File: config.mk
export PLATFORM = sky130hd
export DESIGN_NAME = puf_response_sampler
export DESIGN_NICKNAME = d
export VERILOG_FILES = /design/src/rtl/puf_response_sampler.sv
export SDC_FILE = /design/constraint.sdc
export NUM_CORES = 1
export LEC_CHECK = 0
export ABC_AREA = 1
export CORE_MARGIN = 2
export CORE_UTILIZATION = 43
export CTS_CLUSTER_SIZE = 25
export DETAILED_ROUTE_END_ITERATION = 6
export PLACE_DENSITY = 0.8
export SLEW_MARGIN = 15
export SYNTH_ARGS = -nofsm -noshare
export SYNTH_HDL_FRONTEND = slang
export SYNTH_SLANG_ARGS = --single-unit
File: constraint.sdc
create_clock -name clk -period 2.13 [get_ports clk]
set_input_delay 0.426 -clock clk [delete_from_list [all_inputs] [get_ports clk]]
set_output_delay 0.426 -clock clk [all_outputs]
set_load 0.005 [all_outputs]
File: src/rtl/puf_response_sampler.sv
// Arbiter-PUF control/capture stage: holds a challenge, fires NUM_TRIALS launch
// pulses, samples the synchronized arbiter output per trial and majority-votes.
module puf_response_sampler #(
    parameter int CHAL_W        = 64,
    parameter int SETTLE_CYCLES = 8,
    parameter int NUM_TRIALS    = 15,
    parameter int CNT_W         = $clog2(NUM_TRIALS + 1)
) (
    input  logic              clk,
    input  logic              rst,
    input  logic              start,
    input  logic [CHAL_W-1:0] challenge,
    output logic              busy,
    output logic [CHAL_W-1:0] chal_out,
    output logic              launch,
    input  logic              arb_in,
    output logic              resp_valid,
    input  logic              resp_ready,
    output logic              resp_bit,
    output logic [CNT_W-1:0]  ones_count,
    output logic              stable,
    output logic [1:0]        dbg_state
);
    // Cycle counter only needs to reach SETTLE_CYCLES+1 (last HIGH cycle).
    localparam int CYC_W = $clog2(SETTLE_CYCLES + 2);
    localparam logic [CYC_W-1:0] LOW_LAST   = CYC_W'(SETTLE_CYCLES - 1);
    localparam logic [CYC_W-1:0] HIGH_LAST  = CYC_W'(SETTLE_CYCLES + 1);
    localparam logic [CNT_W-1:0] TRIAL_LAST = CNT_W'(NUM_TRIALS - 1);
    localparam logic [CNT_W-1:0] HALF       = CNT_W'(NUM_TRIALS / 2);
    localparam logic [CNT_W-1:0] ALL        = CNT_W'(NUM_TRIALS);

    typedef enum logic [1:0] {ST_IDLE, ST_LOW, ST_HIGH, ST_DONE} state_t;

    state_t             state_q, state_d;
    logic [CYC_W-1:0]   cyc_q, cyc_d;
    logic [CNT_W-1:0]   trial_q, trial_d;
    logic [CNT_W-1:0]   ones_q, ones_d;
    logic [CNT_W-1:0]   ones_sum;
    logic               sync1_q, sync2_q;
    logic [CHAL_W-1:0]  chal_q, chal_d;
    logic               launch_q, launch_d;
    logic               valid_q, valid_d;
    logic               bit_q, bit_d;
    logic [CNT_W-1:0]   count_q, count_d;
    logic               stable_q, stable_d;

    assign ones_sum = ones_q + CNT_W'(sync2_q);

    // Response handshake: resp_valid rises on entry to DONE and the response
    // fields are frozen until the edge where resp_valid && resp_ready, which
    // drops resp_valid and returns to IDLE; start is ignored outside IDLE.
    always_comb begin
        state_d  = state_q;
        cyc_d    = cyc_q;
        trial_d  = trial_q;
        ones_d   = ones_q;
        chal_d   = chal_q;
        launch_d = 1'b0;
        valid_d  = valid_q;
        bit_d    = bit_q;
        count_d  = count_q;
        stable_d = stable_q;
        case (state_q)
            ST_IDLE: begin
                if (start) begin
                    state_d = ST_LOW;
                    chal_d  = challenge;
                    cyc_d   = '0;
                    trial_d = '0;
                    ones_d  = '0;
                end
            end
            ST_LOW: begin
                if (cyc_q == LOW_LAST) begin
                    state_d  = ST_HIGH;
                    cyc_d    = '0;
                    launch_d = 1'b1;
                end else begin
                    cyc_d = cyc_q + 1'b1;
                end
            end
            ST_HIGH: begin
                launch_d = 1'b1;
                if (cyc_q == HIGH_LAST) begin
                    launch_d = 1'b0;
                    cyc_d    = '0;
                    ones_d   = ones_sum;
                    if (trial_q == TRIAL_LAST) begin
                        state_d  = ST_DONE;
                        valid_d  = 1'b1;
                        bit_d    = (ones_sum > HALF);
                        count_d  = ones_sum;
                        stable_d = (ones_sum == '0) || (ones_sum == ALL);
                    end else begin
                        state_d = ST_LOW;
                        trial_d = trial_q + 1'b1;
                    end
                end else begin
                    cyc_d = cyc_q + 1'b1;
                end
            end
            ST_DONE: begin
                if (resp_ready) begin
                    state_d = ST_IDLE;
                    valid_d = 1'b0;
                end
            end
            default: state_d = ST_IDLE;
        endcase
    end

    always_ff @(posedge clk) begin
        if (rst) begin
            state_q  <= ST_IDLE;
            cyc_q    <= '0;
            trial_q  <= '0;
            ones_q   <= '0;
            sync1_q  <= 1'b0;
            sync2_q  <= 1'b0;
            chal_q   <= '0;
            launch_q <= 1'b0;
            valid_q  <= 1'b0;
            bit_q    <= 1'b0;
            count_q  <= '0;
            stable_q <= 1'b0;
        end else begin
            state_q  <= state_d;
            cyc_q    <= cyc_d;
            trial_q  <= trial_d;
            ones_q   <= ones_d;
            sync1_q  <= arb_in;
            sync2_q  <= sync1_q;
            chal_q   <= chal_d;
            launch_q <= launch_d;
            valid_q  <= valid_d;
            bit_q    <= bit_d;
            count_q  <= count_d;
            stable_q <= stable_d;
        end
    end

    assign busy       = (state_q != ST_IDLE);
    assign chal_out   = chal_q;
    assign launch     = launch_q;
    assign resp_valid = valid_q;
    assign resp_bit   = bit_q;
    assign ones_count = count_q;
    assign stable     = stable_q;
    assign dbg_state  = state_q;

endmodule

==> results by group <==
Timing
  – Count of final hold-check violations: 0
  – Setup tns final: 0 ns
  – Final Max Tran Viols: 0
  – Final Cycle Share: 0.970
  – Setup WS post-layout: between 0.06 and 0.07 ns
  – Slew headroom: 0.756
  – # setup viols final: 0
  – Unrepaired setup endpoints after global routing: false
  – Tmin final: around 2.1 ns
  – Clk_skew: 0.00745 ns
  – Worst Hold Slack: 0.410 ns
  – Fmax: a little under 0.5 GHz
  – Tightest Pin Transition: roughly 0.37 ns

Critical path
  – CP dominant cell by count: inv_1
  – Reg2reg path depth: 9
  – Slowest-stage cell, CP: clkdlybuf4s50_1
  – Setup crit end kind: output port
  – CP max stage delay: 0.51 ns
  – Crit path max fanout: 7
  – Crit path arrival time: 1.64 ns
  – CP Launch Type: register
  – Crit-path leading delay family: buffers and inverters
  – Levels on crit path: 4
  – Buf+Inv Stages, Crit Path: 3
  – WP data required: 1.70 ns
  – Worst Path Class, Setup: register to output port
  – Worst path cell trace: inv_1 > ha_1 > inv_1 > clkdlybuf4s50_1

Floorplan
  – DIE WIDTH: 94.8 um
  – Die H: roughly 95 um
  – Die area: 8990 sq um
  – Boundary Pins: 144
  – Site Rows: 33
  – Initial Util: 0.438
  – Core area: 8090 sq um

Placement
  – Pre-CTS setup slack: between 0.3 and 0.4 ns
  – I/O Buffers: approximately 140
  – Gp weighted congestion: 0.830
  – Hpwl dp: 6500 um
  – Placed Cells: between 700 and 800
  – Cell Area, Placed: 5070 sq um

CTS
  – Max clock buf depth: 2
  – Clock latency on the worst-skew pair: about 0.33 ns
  – Post-CTS setup buffers: 0
  – Clk pin slew, worst setup/hold paths: around 0.08 ns
  – CTS buffer count: 9
  – CTS root buffer: clkbuf_8
  – Clock Sinks: 88
  – CTS HTree Levels: 3
  – Hold buffer count at CTS: 0
  – CTS tree: done

Yosys
  – Avg Inst Size Synth: 7.43 sq um
  – Yosys warnings: 0
  – Syn Nets: 557
  – Synth area leaders: dfxtp_1, nor2_1, o21ai_0
  – Yosys top cell by area: dfxtp_1
  – Most numerous cell in the Yosys netlist: nor2_1
  – Top post-synthesis cells by count: nor2_1, dfxtp_1, o21ai_0
  – Syn Std Cell Area: around 3500 sq um
  – #FFs+latches synth: 88
  – Ys flop type: dfxtp_1
  – Synth cell types: 29
  – Register area share after synthesis: 0.497
  – Post-synth top area share: 0.497
  – Post-Syn Instances: 477
  – Async S/R FF share, synth: 0
  – EDFF count, synth: 0

Global route
  – Largest net degree at the start of global routing: 52
  – First-pass GRT wire length: between 10000 and 15000 um
  – Initial antenna violation count: 0
  – Total Routing Usage GR: 0.201
  – Grt ovf: 0
  – Vias in the first global route: 3305

Drt
  – Post-DR vias/cell: 4.81
  – Vias: 3483
  – Final WL: 9030 um
  – Wire per inst: approximately 12 um
  – Antenna-violating nets left: 0
  – Post-route DRC: 0
  – Drt pass-1 iters: 4
  – DR iter-0 viols: 109

Power and ir drop
  – VDD IR max: 601 uV
  – PD cells: 1020 nW/um^2
  – Leakage power: about 0.0022 uW

Min path
  – WHS Path Cells: 2
  – Worst min path class: register to register

Run status
  – Status: finished clean

Cells and area
  – Layout cell share with drive strength beyond 1: 0.0549
  – # fillers: 743
  – Area growth from synthesis to layout: 48.8%
  – Design Area, Final: between 5000 and 6000 sq um
  – Nets: 695
  – Final non-filler cell total: 724
  – N_diodes: 0

Flow run
  – Max cap viols: 0
## metal layers
metal	vias up	wire length (um)	global-route usage	share of wire
li1	1781	-	-	-
met1	1572	3750	0.231	0.42
met2	117	4380	0.348	0.48
met3	13	734	0.0559	0.081
met4	0	167	0.0894	0.019
met5	-	0	0	0
## path summary, 6_finish.rpt
path / endpoint / slack (ns) / from
worst max-delay path: busy / 0.06 / dbg_state[0]$_SDFFE_PP0P_
worst min-delay path: sync2_q$_SDFF_PP0_ / 0.41 / sync1_q$_SDFF_PP0_
worst max register to register: ones_count[2]$_SDFFE_PP0P_ / 0.44 / dbg_state[0]$_SDFFE_PP0P_
worst min register to register: sync2_q$_SDFF_PP0_ / 0.41 / sync1_q$_SDFF_PP0_
## timing repair
| action | 4_1_cts | 5_1_grt |
|---|---|---|
| endpoints found under the setup margin | 1 | 1 |
| resized for setup | 2 | 2 |
| gates cloned | 0 | 0 |
## cell families (layout without fill, tap and decap cells)
| logic type | Yosys count | after routing | share of synthesized area |
|---|---|---|---|
| xor+xnor | 1 | 1 | 0.00247 |
| fa+ha+maj | 11 | 11 | 0.0388 |
| flops | 88 | 88 | 0.497 |
| simple gates | 225 | 225 | 0.263 |
| compound gates | 93 | 93 | 0.132 |
| buf+inv | 59 | 201 | 0.0667 |
## cells in the final DEF, fill, tap and decap left out, types with 2 or more instances in the layout
cell type and count:
a21oi_1 18, buf_4 6, clkbuf_8 10, clkdlybuf4s50_1 143
clkinv_2 2, dfxtp_1 86, dfxtp_4 2, ha_1 11
inv_1 33, inv_2 2, nand2_1 50, nand2_2 3
nand3_1 11, nand4_1 4, nor2_1 149, o21ai_0 64
o21ai_1 9
## power breakdown
group / leakage, uW / total [uW] / switching, uW / internal, uW
Combinational: 0.00136 / 2060 / 1020 / 1040
Clock: 0.0000985 / 1120 / 555 / 568
Sequential: 0.000726 / 2180 / 187 / 1990
## flip-flops by register name, indices dropped and copies added (netlist names)
signal and flops:
resp_valid 1, chal_out 64, cyc_q 4, sync2_q 1, ones_q 4, resp_bit 1
dbg_state 2, trial_q 4, launch 1, sync1_q 1, stable 1, ones_count 4
## final cells by class
class | instances | area (sq um) | share of cell area
repair buffers | 150 | 1500 | 0.284
flip-flops and latches | 88 | 1770 | 0.335
multi-input cells | 330 | 1550 | 0.294
inverters | 36 | 135 | 0.0256
clock buffers | 10 | 138 | 0.0261
well taps | 105 | 131 | 0.0249
clock inverters | 5 | 56.3 | 0.0107
## worst register-to-register path: cells and delay by family (launching register included)
| family | cells | cell delay, ns |
|---|---|---|
| AND/OR/NAND/NOR | 5 | 0.60 |
| flip-flops | 1 | 0.37 |
| buffers and inverters | 3 | 0.26 |
| adder cells (fa/ha/maj) | 1 | 0.34 |
## stage by stage
stage / power, uW / utilization
2_1_floorplan: 3210 / -
3_3_place_gp: 4190 / 0.627
3_5_place_dp: 4270 / 0.627
4_1_cts: 5420 / 0.651
5_1_grt: 5770 / 0.652
6_report: 5360 / 0.652
(Power assumes the default switching activity.)
